$ cat config.mk
export PLATFORM = sky130hd
export DESIGN_NAME = add_seq64
export DESIGN_NICKNAME = d
export VERILOG_FILES = /design/src/rtl/add_seq64_pkg.sv /design/src/rtl/cla16_comb.sv /design/src/rtl/add_seq64.sv
export SDC_FILE = /design/constraint.sdc
export NUM_CORES = 1
export LEC_CHECK = 0
export CORE_MARGIN = 3
export CORE_UTILIZATION = 42
export DETAILED_ROUTE_END_ITERATION = 8
export PLACE_DENSITY = 0.68
export SLEW_MARGIN = 0
export SYNTH_ARGS = -nofsm -noshare
export SYNTH_HDL_FRONTEND = slang
export SYNTH_SLANG_ARGS = --single-unit
$ cat constraint.sdc
create_clock -name clk -period 17 [get_ports clk]
set_clock_uncertainty 0.2 [all_clocks]
set_input_delay 2.55 -clock clk [delete_from_list [all_inputs] [get_ports clk]]
set_output_delay 2.55 -clock clk [all_outputs]
set_load 0.05 [all_outputs]
$ cat src/rtl/add_seq64_pkg.sv
// add_seq64_pkg: shared widths, beat count and FSM state type for the
// sequential 64-bit adder built from a reused 16-bit carry-lookahead slice.
package add_seq64_pkg;

    localparam int unsigned WORD_W = 16;                 // slice width
    localparam int unsigned NBEATS = 4;                  // slices per operation
    localparam int unsigned DATA_W = 64;                 // operand width
    localparam int unsigned CNT_W  = $clog2(NBEATS);     // beat counter width
    localparam int unsigned LO_W   = $clog2(DATA_W);     // bit-offset width

    typedef enum logic [1:0] {
        IDLE = 2'd0,
        RUN  = 2'd1,
        DONE = 2'd2
    } state_e;

    // Bit offset of the least significant bit of slice k.
    function automatic logic [LO_W-1:0] slice_lo(input logic [CNT_W-1:0] k);
        return LO_W'(k) * LO_W'(WORD_W);
    endfunction

endpackage

$ cat src/rtl/cla16_comb.sv
// cla16_comb: purely combinational 16-bit carry-lookahead adder built from
// four 4-bit lookahead groups and a second-level group-carry unit.
// Ports:
//   a, b  : 16-bit operands
//   cin   : carry into bit 0
//   sum   : 16-bit result
//   cout  : carry out of bit 15
//   c15   : carry into bit 15 (used for signed overflow)
module cla16_comb
    import add_seq64_pkg::*;
(
    input  logic [WORD_W-1:0] a,
    input  logic [WORD_W-1:0] b,
    input  logic              cin,
    output logic [WORD_W-1:0] sum,
    output logic              cout,
    output logic              c15
);

    logic [WORD_W-1:0] g;
    logic [WORD_W-1:0] p;
    logic [WORD_W-1:0] c;
    logic [3:0]        gg;
    logic [3:0]        gp;
    logic [3:0]        gc;

    assign g = a & b;
    assign p = a ^ b;

    // Group generate / propagate for each 4-bit group.
    always_comb begin
        gg = '0;
        gp = '0;
        for (int j = 0; j < 4; j++) begin
            gg[j] = g[4*j+3]
                  | (p[4*j+3] & g[4*j+2])
                  | (p[4*j+3] & p[4*j+2] & g[4*j+1])
                  | (p[4*j+3] & p[4*j+2] & p[4*j+1] & g[4*j]);
            gp[j] = &p[4*j +: 4];
        end
    end

    // Second-level lookahead: carry into each group.
    always_comb begin
        gc    = '0;
        gc[0] = cin;
        gc[1] = gg[0] | (gp[0] & cin);
        gc[2] = gg[1] | (gp[1] & gg[0]) | (gp[1] & gp[0] & cin);
        gc[3] = gg[2] | (gp[2] & gg[1]) | (gp[2] & gp[1] & gg[0])
              | (gp[2] & gp[1] & gp[0] & cin);
    end

    // Bit carries inside each group from the group carry-in.
    always_comb begin
        c = '0;
        for (int j = 0; j < 4; j++) begin
            c[4*j]   = gc[j];
            c[4*j+1] = g[4*j] | (p[4*j] & gc[j]);
            c[4*j+2] = g[4*j+1] | (p[4*j+1] & g[4*j])
                     | (p[4*j+1] & p[4*j] & gc[j]);
            c[4*j+3] = g[4*j+2] | (p[4*j+2] & g[4*j+1])
                     | (p[4*j+2] & p[4*j+1] & g[4*j])
                     | (p[4*j+2] & p[4*j+1] & p[4*j] & gc[j]);
        end
    end

    assign cout = gg[3] | (gp[3] & gg[2]) | (gp[3] & gp[2] & gg[1])
                | (gp[3] & gp[2] & gp[1] & gg[0]) | ((&gp) & cin);
    assign c15  = c[WORD_W-1];
    assign sum  = p ^ c;

endmodule

$ cat src/rtl/add_seq64.sv
// add_seq64: 64-bit add/subtract computed over four beats by one shared
// 16-bit CLA slice, LSB slice first, with valid/ready on both sides.
// Ports:
//   clk, rst            : rising-edge clock, asynchronous active-high reset
//   in_valid, in_ready  : request handshake (in_ready high only in IDLE)
//   a, b, sub, cin      : operands; sub=1 gives a-b, sub=0 gives a+b+cin
//   out_valid, out_ready: result handshake (out_valid high only in DONE)
//   sum, cout, ovf      : result, carry out of bit 63, signed overflow
module add_seq64
    import add_seq64_pkg::*;
#(
    parameter bit SUB_EN = 1'b1
) (
    input  logic              clk,
    input  logic              rst,
    input  logic              in_valid,
    output logic              in_ready,
    input  logic [DATA_W-1:0] a,
    input  logic [DATA_W-1:0] b,
    input  logic              sub,
    input  logic              cin,
    output logic              out_valid,
    input  logic              out_ready,
    output logic [DATA_W-1:0] sum,
    output logic              cout,
    output logic              ovf
);

    state_e            state_q, state_d;
    logic [CNT_W-1:0]  cnt_q, cnt_d;
    logic              carry_q, carry_d;
    logic [DATA_W-1:0] a_q, a_d;
    logic [DATA_W-1:0] b_q, b_d;            // holds ~b when subtracting
    logic [DATA_W-1:0] sum_q, sum_d;
    logic              cout_q, cout_d;
    logic              ovf_q, ovf_d;

    logic              sub_c;
    logic [LO_W-1:0]   lo_c;
    logic [WORD_W-1:0] slice_sum_c;
    logic              slice_cout_c;
    logic              slice_c15_c;

    assign sub_c = SUB_EN & sub;
    assign lo_c  = slice_lo(cnt_q);

    // Shared slice: operands selected by the beat counter.
    cla16_comb u_cla16 (
        .a    (a_q[lo_c +: WORD_W]),
        .b    (b_q[lo_c +: WORD_W]),
        .cin  (carry_q),
        .sum  (slice_sum_c),
        .cout (slice_cout_c),
        .c15  (slice_c15_c)
    );

    // State and datapath registers.
    always_ff @(posedge clk or posedge rst) begin
        if (rst) begin
            state_q <= IDLE;
            cnt_q   <= '0;
            carry_q <= 1'b0;
            a_q     <= '0;
            b_q     <= '0;
            sum_q   <= '0;
            cout_q  <= 1'b0;
            ovf_q   <= 1'b0;
        end else begin
            state_q <= state_d;
            cnt_q   <= cnt_d;
            carry_q <= carry_d;
            a_q     <= a_d;
            b_q     <= b_d;
            sum_q   <= sum_d;
            cout_q  <= cout_d;
            ovf_q   <= ovf_d;
        end
    end

    // Next-state and datapath update.
    always_comb begin
        state_d = state_q;
        cnt_d   = cnt_q;
        carry_d = carry_q;
        a_d     = a_q;
        b_d     = b_q;
        sum_d   = sum_q;
        cout_d  = cout_q;
        ovf_d   = ovf_q;

        case (state_q)
            IDLE: begin
                if (in_valid) begin
                    a_d     = a;
                    b_d     = sub_c ? ~b : b;
                    carry_d = sub_c ? 1'b1 : cin;
                    cnt_d   = '0;
                    state_d = RUN;
                end
            end
            RUN: begin
                sum_d[lo_c +: WORD_W] = slice_sum_c;
                carry_d               = slice_cout_c;
                // Counter wraps to 0 as the last beat completes.
                cnt_d                 = cnt_q + CNT_W'(1);
                if (cnt_q == CNT_W'(NBEATS - 1)) begin
                    cout_d  = slice_cout_c;
                    ovf_d   = slice_c15_c ^ slice_cout_c;
                    state_d = DONE;
                end
            end
            DONE: begin
                if (out_ready) begin
                    state_d = IDLE;
                end
            end
            default: begin
                state_d = IDLE;
            end
        endcase
    end

    assign in_ready  = (state_q == IDLE);
    assign out_valid = (state_q == DONE);
    assign sum       = sum_q;
    assign cout      = cout_q;
    assign ovf       = ovf_q;

endmodule
# Yosys cells after proc, flatten, opt, wreduce, memory -nomap -nowiden
# Cells that the tools add are included.
# classes
n_eq_ne,6
add_sub_neg,2
div,0
mux,11
bitwise,122
reduce_logical,11
n_mul,0
n_lt_le_gt_ge,0
shifts,4
# op_table
op,count
$shiftx A64 B7 Y16,2
$and A1 B1 Y1,71
$bwmux W64,1
$mux W64,1
$not A64 Y64,1
$shift A16 B8 Y64 const A,1
$shiftx A16 B8 Y64,1
$or A1 B1 Y1,46
$xor A16 B16 Y16,2
$and A16 B16 Y16,1
$reduce_and A16 Y1,1
$reduce_and A4 Y1,4
$mux W2,4
$neg A6 Y8,1
$pmux W2 S3,1
$reduce_and A2 Y1,3
$eq A2 B2 Y1 const B,2
$ne A2 B2 Y1 const B,2
$pmux W2 S2,1
$reduce_and A3 Y1,1
$add A2 B1 Y2 const B,1
$eq A2 B1 Y1 const B,1
$logic_not A2 Y1,1
$mux W1,2
4 further kinds,4
# totals
rom_bits,0
latch_bits,0
reg_bits,199
ramBits,0
mem_count,0

# Longest topological paths before layout
# Gate-level depths: netlist (run 1).
# logic_depth
ltp_word,15
ltp_mapped,11
depth_no_buf,9

# Cells and area by module
# From an unflattened synthesis (run 1), not the netlist that was laid out.
# unflattened
cells_unflattened,799
hier_area_um2,9626.7
# by_module_without_submodules
mod,seq_area_each_um2,n_inst,area_per_inst_um2,cells_per_inst
add_seq64,4979.8,1,8828.5,701
cla16_comb,0.0,1,798.3,98

# Worst setup path after synthesis (run 1)
# OpenSTA, ideal clock, no wires.
# synth_path
kind,register -> register
from,register cnt_q[0]
to,register sum_q[29] (netlist: sum[29])
required_ns,16.668
path_slack_ns,12.964
path_stages_with_launch,12
arrival_ns,3.703
setup_ns,0.132
n_path_buf,2
period_less_slack_ns,4.036
path_cell_list,dfrtp_1 -> clkbuf_1 -> buf_2 -> mux4_2 -> ha_1 -> a21o_1 -> a221o_1 -> a31o_4 -> a21o_4 -> fa_1 -> xnor2_1 -> o21ai_0
# synth_between
elab_chain_len,15
# synth_lines
element,line,text
start: declaration,add_seq64.sv:30,"logic [CNT_W-1:0] cnt_q, cnt_d;"
start signal: assignment,add_seq64.sv:70,cnt_q <= cnt_d;
"$shiftx A64 B7 Y16, on equally long branches","add_seq64.sv:49, add_seq64.sv:50",
$xor A16 B16 Y16 / $and A16 B16 Y16 (equally long branches),"cla16_comb.sv:28, cla16_comb.sv:27",
"$and A1 B1 Y1, on equally long branches","cla16_comb.sv:36, cla16_comb.sv:37, cla16_comb.sv:38",
$or A1 B1 Y1 (tied with other cells),cla16_comb.sv:36,| (p[4*j+3] & g[4*j+2])
$or A1 B1 Y1 / $and A1 B1 Y1 (equally long branches),"cla16_comb.sv:37, cla16_comb.sv:38",
$or A1 B1 Y1,cla16_comb.sv:38,| (p[4*j+3] & p[4*j+2] & p[4*j+1] & g[4*j]);
$and A1 B1 Y1,cla16_comb.sv:49,gc[3] = gg[2] | (gp[2] & gg[1]) | (gp[2] & gp[1] & gg[0])
$or A1 B1 Y1 (2 in series),cla16_comb.sv:49,
$or A1 B1 Y1,cla16_comb.sv:50,| (gp[2] & gp[1] & gp[0] & cin);
"$and A1 B1 Y1, on equally long branches","cla16_comb.sv:58, cla16_comb.sv:60, cla16_comb.sv:63",
"$or A1 B1 Y1, on equally long branches","cla16_comb.sv:58, cla16_comb.sv:60, cla16_comb.sv:63",
$xor A16 B16 Y16,cla16_comb.sv:70,assign sum = p ^ c;
$shiftx A16 B8 Y64,add_seq64.sv:102,sum_d[lo_c +: WORD_W] = slice_sum_c;
$bwmux W64 *,add_seq64.sv:102,
end signal: assignment,add_seq64.sv:74,sum_q <= sum_d;
end: declaration,add_seq64.sv:34,"logic [DATA_W-1:0] sum_q, sum_d;"
# Every way passes the cells marked *; elsewhere a longest branch is shown, timed or not.
# A chain may end at the register's enable or synchronous reset.

# Worst setup path in the final report (run 1)
# layout_path
from,register state_q[0]
to,output out_valid
# layout_between
elab_chain_len,1
# layout_lines
element,line,text
start: declaration,add_seq64.sv:29,"state_e state_q, state_d;"
start signal: assignment,add_seq64.sv:69,state_q <= state_d;
$eq A2 B2 Y1,add_seq64.sv:124,assign out_valid = (state_q == DONE);
end: declaration,add_seq64.sv:22,"output logic out_valid,"
# Every way passes these cells.

==> flow_metrics.py, run 1 <==
metrics = {
    "run_status": {
        "status": "finished clean",
    },
    "placement": {
        "place_hpwl_mm": 16.7,
        "place_ws_ns": 11.94,
        "dpl_cell_area_um2": 11700,
        "gp_congestion": 0.804,
        "io_buffers": 201,
        "placed_cells": 1222,
    },
    "grt": {
        "grt_pass1_vias": 6713,
        "antenna_found_initial": 1,
        "grt_max_degree": 124,
        "overflow": 0,
        "grt_usage_pct": 19.1,
        "grt_pass1_wl_mm": 36.1,
    },
    "drt": {
        "wl_mm": 22.9,
        "vias": 6649,
        "drt_iter0_drc": 350,
        "wl_per_cell_um": 18.3,
        "drtPass1Iterations": 4,
        "viasPerCell": 5.30,
        "drc": 0,
        "ant_nets": 0,
    },
    "worst_setup_path": {
        "crit_cells": 3,
        "reg2reg_to": "sum[29]",
        "cp_top_family": "buffers and inverters",
        "worstPathCellList": "nand2b_1 -> inv_1 -> clkdlybuf4s50_1",
        "cp_max_fo": 7,
        "crit_path_start": "state_q[0]",
        "r2r_start": "cnt_q[0]",
        "rrSetupSlack_ns": 12.50,
        "reg2reg_depth": 10,
        "worstPathArrival_ns": 1.91,
        "startpoint_type": "flip-flop",
        "critPathRequiredTime_ns": 14.25,
        "cp_slowest_cell": "clkdlybuf4s50_1",
        "crit_type": "reg -> out",
        "worst_setup_path_end_kind": "primary output",
        "path_buf_inv": 2,
        "max_stage_delay_ns": 0.79,
        "cp-endpoint": "out_valid",
    },
    "clock_network": {
        "numCtsBuffers": 17,
        "cts_setup_buffers": 0,
        "cts.sinks": 199,
        "cts_tree": "done",
        "ctsRootBufferMaster": "clkbuf_16",
        "cts_hold_buf": 0,
        "cts_buffer_depth": 2,
        "clk_latency_ns": 0.43,
        "cts_resized": 0,
        "clk_pin_slew_ns": 0.07,
        "cts.htree.levels": 4,
    },
    "logic_synthesis": {
        "ys.flop_type": "dfrtp_1",
        "synth.cell_area_um2": 9450,
        "synth-seq-area-share_pct": 52.7,
        "synthDistinctLibCells": 47,
        "synth_warnings": 0,
        "syn_nets": 942,
        "synth_enable_flop_cells": 0,
        "synth.avg_cell_area_um2": 12.1,
        "syn_inst": 782,
        "synthArstFlopShare_pct": 100,
        "synth-seq-cells": 199,
    },
    "floorplan": {
        "die_h_um": 156,
        "initial_utilization_pct": 43.0,
        "row_count": 54,
        "die-area_um2": 24300,
        "io_pins": 202,
        "core_area_um2": 22000,
        "die_x_um": 156,
    },
    "timing": {
        "setup_violations": 0,
        "fin_setup_tns_ns": 0,
        "finalCritPeriodShare_pct": 27.4,
        "worstMarginPinSlew_ns": 1.06,
        "rsz0062_at_grt": "no",
        "timing.final.max_slew_violations": 0,
        "max_slew_margin_pct": 28.9,
        "setup_ws_ns": 12.34,
        "holdWs_ns": 0.281,
        "min_period_ns": 4.66,
        "fmax_mhz": 215,
        "hold_viol": 0,
    },
    "finish": {
        "layout_common_cells": "200 x clkdlybuf4s50_1, 197 x dfrtp_1, 79 x a21oi_1",
        "final_area_um2": 12300,
        "layoutNonFillerInstCount": 1254,
        "fin_nets": 1121,
        "num_antenna_cells": 0,
        "drive_gt1_share_pct": 15.2,
        "final_common_cell": "clkdlybuf4s50_1",
        "syn2layout_area_growth_pct": 29.8,
    },
    "min_path": {
        "hold_path_depth": 2,
        "holdCritPathClass": "reg -> reg",
    },
    "flow_run": {
        "cap_violations": 0,
    },
    "power": {
        "p_leak_nw": 4.97,
        "p_per_area_nw_per_um2": 232,
        "vdd.ir_drop.worst_mv": 0.138,
    },
}
-- layer usage --
| metal | GRT usage [%] | share of wire [%] | vias up |
|---|---|---|---|
| li1 | - | - | 3135 |
| met3 | 3.88 | 5.0 | 32 |
| met4 | 5.97 | 1.9 | 2 |
| met1 | 26.4 | 45 | 3281 |
| met5 | 0 | 0.061 | - |
| met2 | 30.6 | 48 | 199 |
-- logic make-up (layout without fill, tap and decap cells) --
kind of cell | after synthesis | count (layout) | share of synthesized area [%]
flops | 199 | 199 | 52.7
compound gates | 165 | 165 | 11.4
simple gates | 161 | 161 | 7.38
mux | 99 | 99 | 15.6
xor+xnor | 72 | 72 | 6.67
buf+inv | 60 | 252 | 2.53
fa+ha+maj | 26 | 26 | 3.76
-- cell type report --
class | instances | area [um2]
fillers | 1848 | 9690
flip-flops and latches | 199 | 4980
multi-input cells | 523 | 4230
repair buffers | 206 | 2050
clock buffers | 18 | 429
well taps | 280 | 350
clock inverters | 14 | 164
inverters | 14 | 60.1
-- worst min-delay path, stage by stage, from the launching register on --
cell	delay (ns)
dfrtp_1	0.34
nand2_1	0.05
o21ai_0	0.06
-- flip-flops by register name (all words and copies together) (netlist names) --
signal	count
a_q	64
b_q	64
sum	64
cnt_q	2
state_q	2
carry_q	1
cout	1
ovf	1
-- synthesized netlist by cell type (2+ instances only) --
library cell  number  area share (%)
nand2_1           44             1.7
nand2b_1           7            0.46
mux2_2            65             7.7
inv_1             14            0.56
a21oi_1           79             4.2
o22ai_1            2            0.13
mux2i_1            2            0.21
buf_2             11            0.58
dfrtp_1          199              53
nor2_1            75             3.0
o31ai_1            8            0.64
buf_1             10            0.40
and2_1             3            0.20
o21ai_0           28             1.5
a311o_1            2            0.21
clkbuf_1          25            0.99
nand3_1           10            0.53
a21o_1             2            0.16
or3_1              6            0.40
fa_1               4            0.85
nor3_1             4            0.21
nand4_1            3            0.20
ha_1              22             2.9
and3_1             2            0.13
or2_2              2            0.13
mux4_2            32             7.6
xnor2_1           71             6.6
nor2b_1            3            0.20
a22o_1            29             2.7
-- through the flow --
| step | power, mW | utilization [%] |
|---|---|---|
| finish | 2.85 | 55.9 |
| global placement | 2.41 | 53.2 |
| global route | 3.05 | 55.9 |
| CTS | 2.87 | 55.9 |
| detailed placement | 2.45 | 53.2 |
| floorplan | 1.94 | - |
-- power breakdown --
group / total, mW / internal [mW] / switching, mW
sequential: 0.790 / 0.672 / 0.118
combinational: 1.64 / 0.670 / 0.975
clock: 0.411 / 0.221 / 0.190
-- worst min path at each step --
stage                        from      end  slack [ns]
after global placement    sum[25]  sum[25]        0.26
final                      sum[0]   sum[0]        0.28
after detailed placement   sum[0]   sum[0]        0.27
after global routing      sum[16]  sum[16]        0.32
after CTS                  sum[0]   sum[0]        0.29
after floorplan           a_q[16]  a_q[16]        0.28
No activity file was read; power rests on OpenSTA's default activity.
==> run 2: changes to the inputs <==
PLACE_DENSITY = 0.71   (was 0.68)
clock period = 3.9 ns   (was 17 ns; I/O delays follow)
==> run 2 against run 1 <==
Against the previous run:
- critical path depth grew 7
- register-to-register slack got worse by 12 ns
- worst hold slack is essentially flat
- routed wire length is 4.0% higher
- clock power increased to 4.0 times the previous value
- via count grew 2.5%
- die area unchanged
- first-iteration DRC count up 39%
- design area grew 1.0%
- critical endpoint is now sum[61]
- final cell count grew 1.4%
==> flow_metrics.py, run 2 (same netlist as run 1, synthesis figures left out) <==
metrics = {
    "finish": {
        "num_antenna_cells": 0,
        "fillers": 1871,
        "layoutNonFillerInstCount": 1271,
        "fin_nets": 1138,
        "layout_common_cells": "200 x clkdlybuf4s50_1, 197 x dfrtp_1, 79 x a21oi_1",
        "multi_input_area_um2": 4230,
        "regArea_um2": 4980,
        "syn2layout_area_growth_pct": 31.2,
        "final_core_util_pct": 56.4,
        "drive_gt1_share_pct": 16.8,
        "final_common_cell": "clkdlybuf4s50_1",
    },
    "placement": {
        "place_ws_ns": 0.164,
        "placed_cells": 1237,
        "gp_congestion": 0.862,
        "io_buffers": 201,
        "place_hpwl_mm": 18.0,
    },
    "power": {
        "vdd.ir_drop.worst_mv": 0.813,
        "total_power_mw": 12.5,
        "p_leak_nw": 5.05,
        "p_per_area_nw_per_um2": 1010,
    },
    "worst_setup_path": {
        "reg2reg_depth": 10,
        "worstPathArrival_ns": 3.75,
        "cp_slowest_cell": "dfrtp_4",
        "max_stage_delay_ns": 0.54,
        "path_buf_inv": 1,
        "rrSetupSlack_ns": 0.25,
        "reg2reg_to": "sum[61]",
        "cp_max_fo": 13,
        "r2r_start": "cnt_q[0]",
        "worstPathCellList": "buf_4 -> mux4_2 -> ha_1 -> and3_1 -> a221o_1 -> a31o_4 -> a21o_4 -> fa_1 -> xnor2_1 -> o21ai_0",
        "cp_top_family": "compound AO/OA/AOI/OAI gates",
        "startpoint_type": "flip-flop",
        "critPathRequiredTime_ns": 4.00,
        "worst_setup_path_end_kind": "flip-flop",
        "crit_type": "reg -> reg",
    },
    "run_status": {
        "status": "finished clean",
    },
    "floorplan": {
        "die_h_um": 156,
        "core_area_um2": 22000,
        "row_count": 54,
        "die_x_um": 156,
        "die-area_um2": 24300,
        "io_pins": 202,
        "initial_utilization_pct": 43.0,
    },
    "drt": {
        "drtPass1Iterations": 5,
        "vias": 6813,
        "drc": 0,
        "wl_per_cell_um": 18.8,
        "ant_nets": 0,
        "drt_iter0_drc": 485,
        "wl_mm": 23.9,
        "viasPerCell": 5.36,
    },
    "min_path": {
        "hold_path_depth": 2,
        "min_from": "sum[32]",
        "min_to": "sum[32]",
        "holdCritPathClass": "reg -> reg",
    },
    "timing": {
        "max_slew_margin_pct": 38.5,
        "hold_viol": 0,
        "setup_violations": 0,
        "timing.final.max_slew_violations": 0,
        "worstMarginPinSlew_ns": 0.916,
        "fin_setup_tns_ns": 0,
        "min_period_ns": 3.65,
        "rsz0062_at_grt": "no",
        "fmax_mhz": 274,
        "setup_ws_ns": 0.252,
        "finalCritPeriodShare_pct": 93.6,
    },
    "clock_network": {
        "ctsRootBufferMaster": "clkbuf_16",
        "clk_pin_slew_ns": 0.07,
        "cts_tree": "done",
        "cts.sinks": 199,
        "numCtsBuffers": 17,
        "cts_hold_buf": 0,
        "clk_latency_ns": 0.45,
        "cts_buffer_depth": 2,
        "cts.htree.levels": 4,
    },
    "grt": {
        "grt_pass1_vias": 6785,
        "overflow": 0,
        "antenna_found_initial": 0,
        "grt_usage_pct": 20.1,
        "grt_max_degree": 83,
        "grt_pass1_wl_mm": 37.7,
    },
    "flow_run": {
        "cap_violations": 0,
    },
}
-- run 2: cell types whose count changed in the layout (fill, tap and decap cells not counted), sizes merged --
cell and change:
inv -2, bufinv -2, buf +17, clkinv +5, clkbuf -1
-- run 2: cell type report --
class	instances	share of cell area [%]
flip-flops and latches	199	40.2
repair buffers	223	18.0
well taps	280	2.83
multi-input cells	523	34.1
clock buffers	17	3.43
clock inverters	15	0.959
inverters	14	0.454
-- run 2: power breakdown --
part	total [mW]	internal [mW]	switching, mW
Sequential	3.51	2.93	0.580
Combinational	7.31	3.06	4.26
Clock	1.65	0.828	0.825
Total	12.5	6.82	5.66
-- run 2: worst max path at each step --
stage	from	slack (ns)	endpoint	cells after the start
detailed placement	cnt_q[0]	0.16	sum[45]	10
floorplan	cnt_q[0]	0.11	sum[29]	11
CTS	cnt_q[0]	0.15	sum[45]	10
finish	cnt_q[0]	0.25	sum[61]	10
global route	cnt_q[0]	0.003	sum[45]	10
global placement	cnt_q[0]	0.21	sum[45]	10
-- run 2: metrics by stage --
stage	cell area [um2]	hold WS, ns
final	12400	0.282
after global routing	12400	0.316
after CTS	12400	0.287
after detailed placement	11800	0.271
after global placement	11800	0.262
after floorplan	9460	0.275
-- run 2: tightest hold or removal path, stage by stage, from the launching register on --
cell and delay (ns):
dfrtp_1 0.35, nand2_1 0.05, o21ai_0 0.06
-- run 2: layer usage --
layer | track usage, % | vias to the layer above | routed length (um)
met5 | 0 | - | 0
met4 | 5.68 | 0 | 435
met3 | 3.99 | 27 | 1450
met2 | 32.8 | 267 | 11800
met1 | 27.5 | 3341 | 10200
li1 | - | 3178 | -
-- run 2: repair_timing --
item	4_1_cts	5_1_grt
setup endpoints to repair	0	11
setup buffers	0	2
gates resized for setup	0	1
endpoints found under the hold margin	0	0
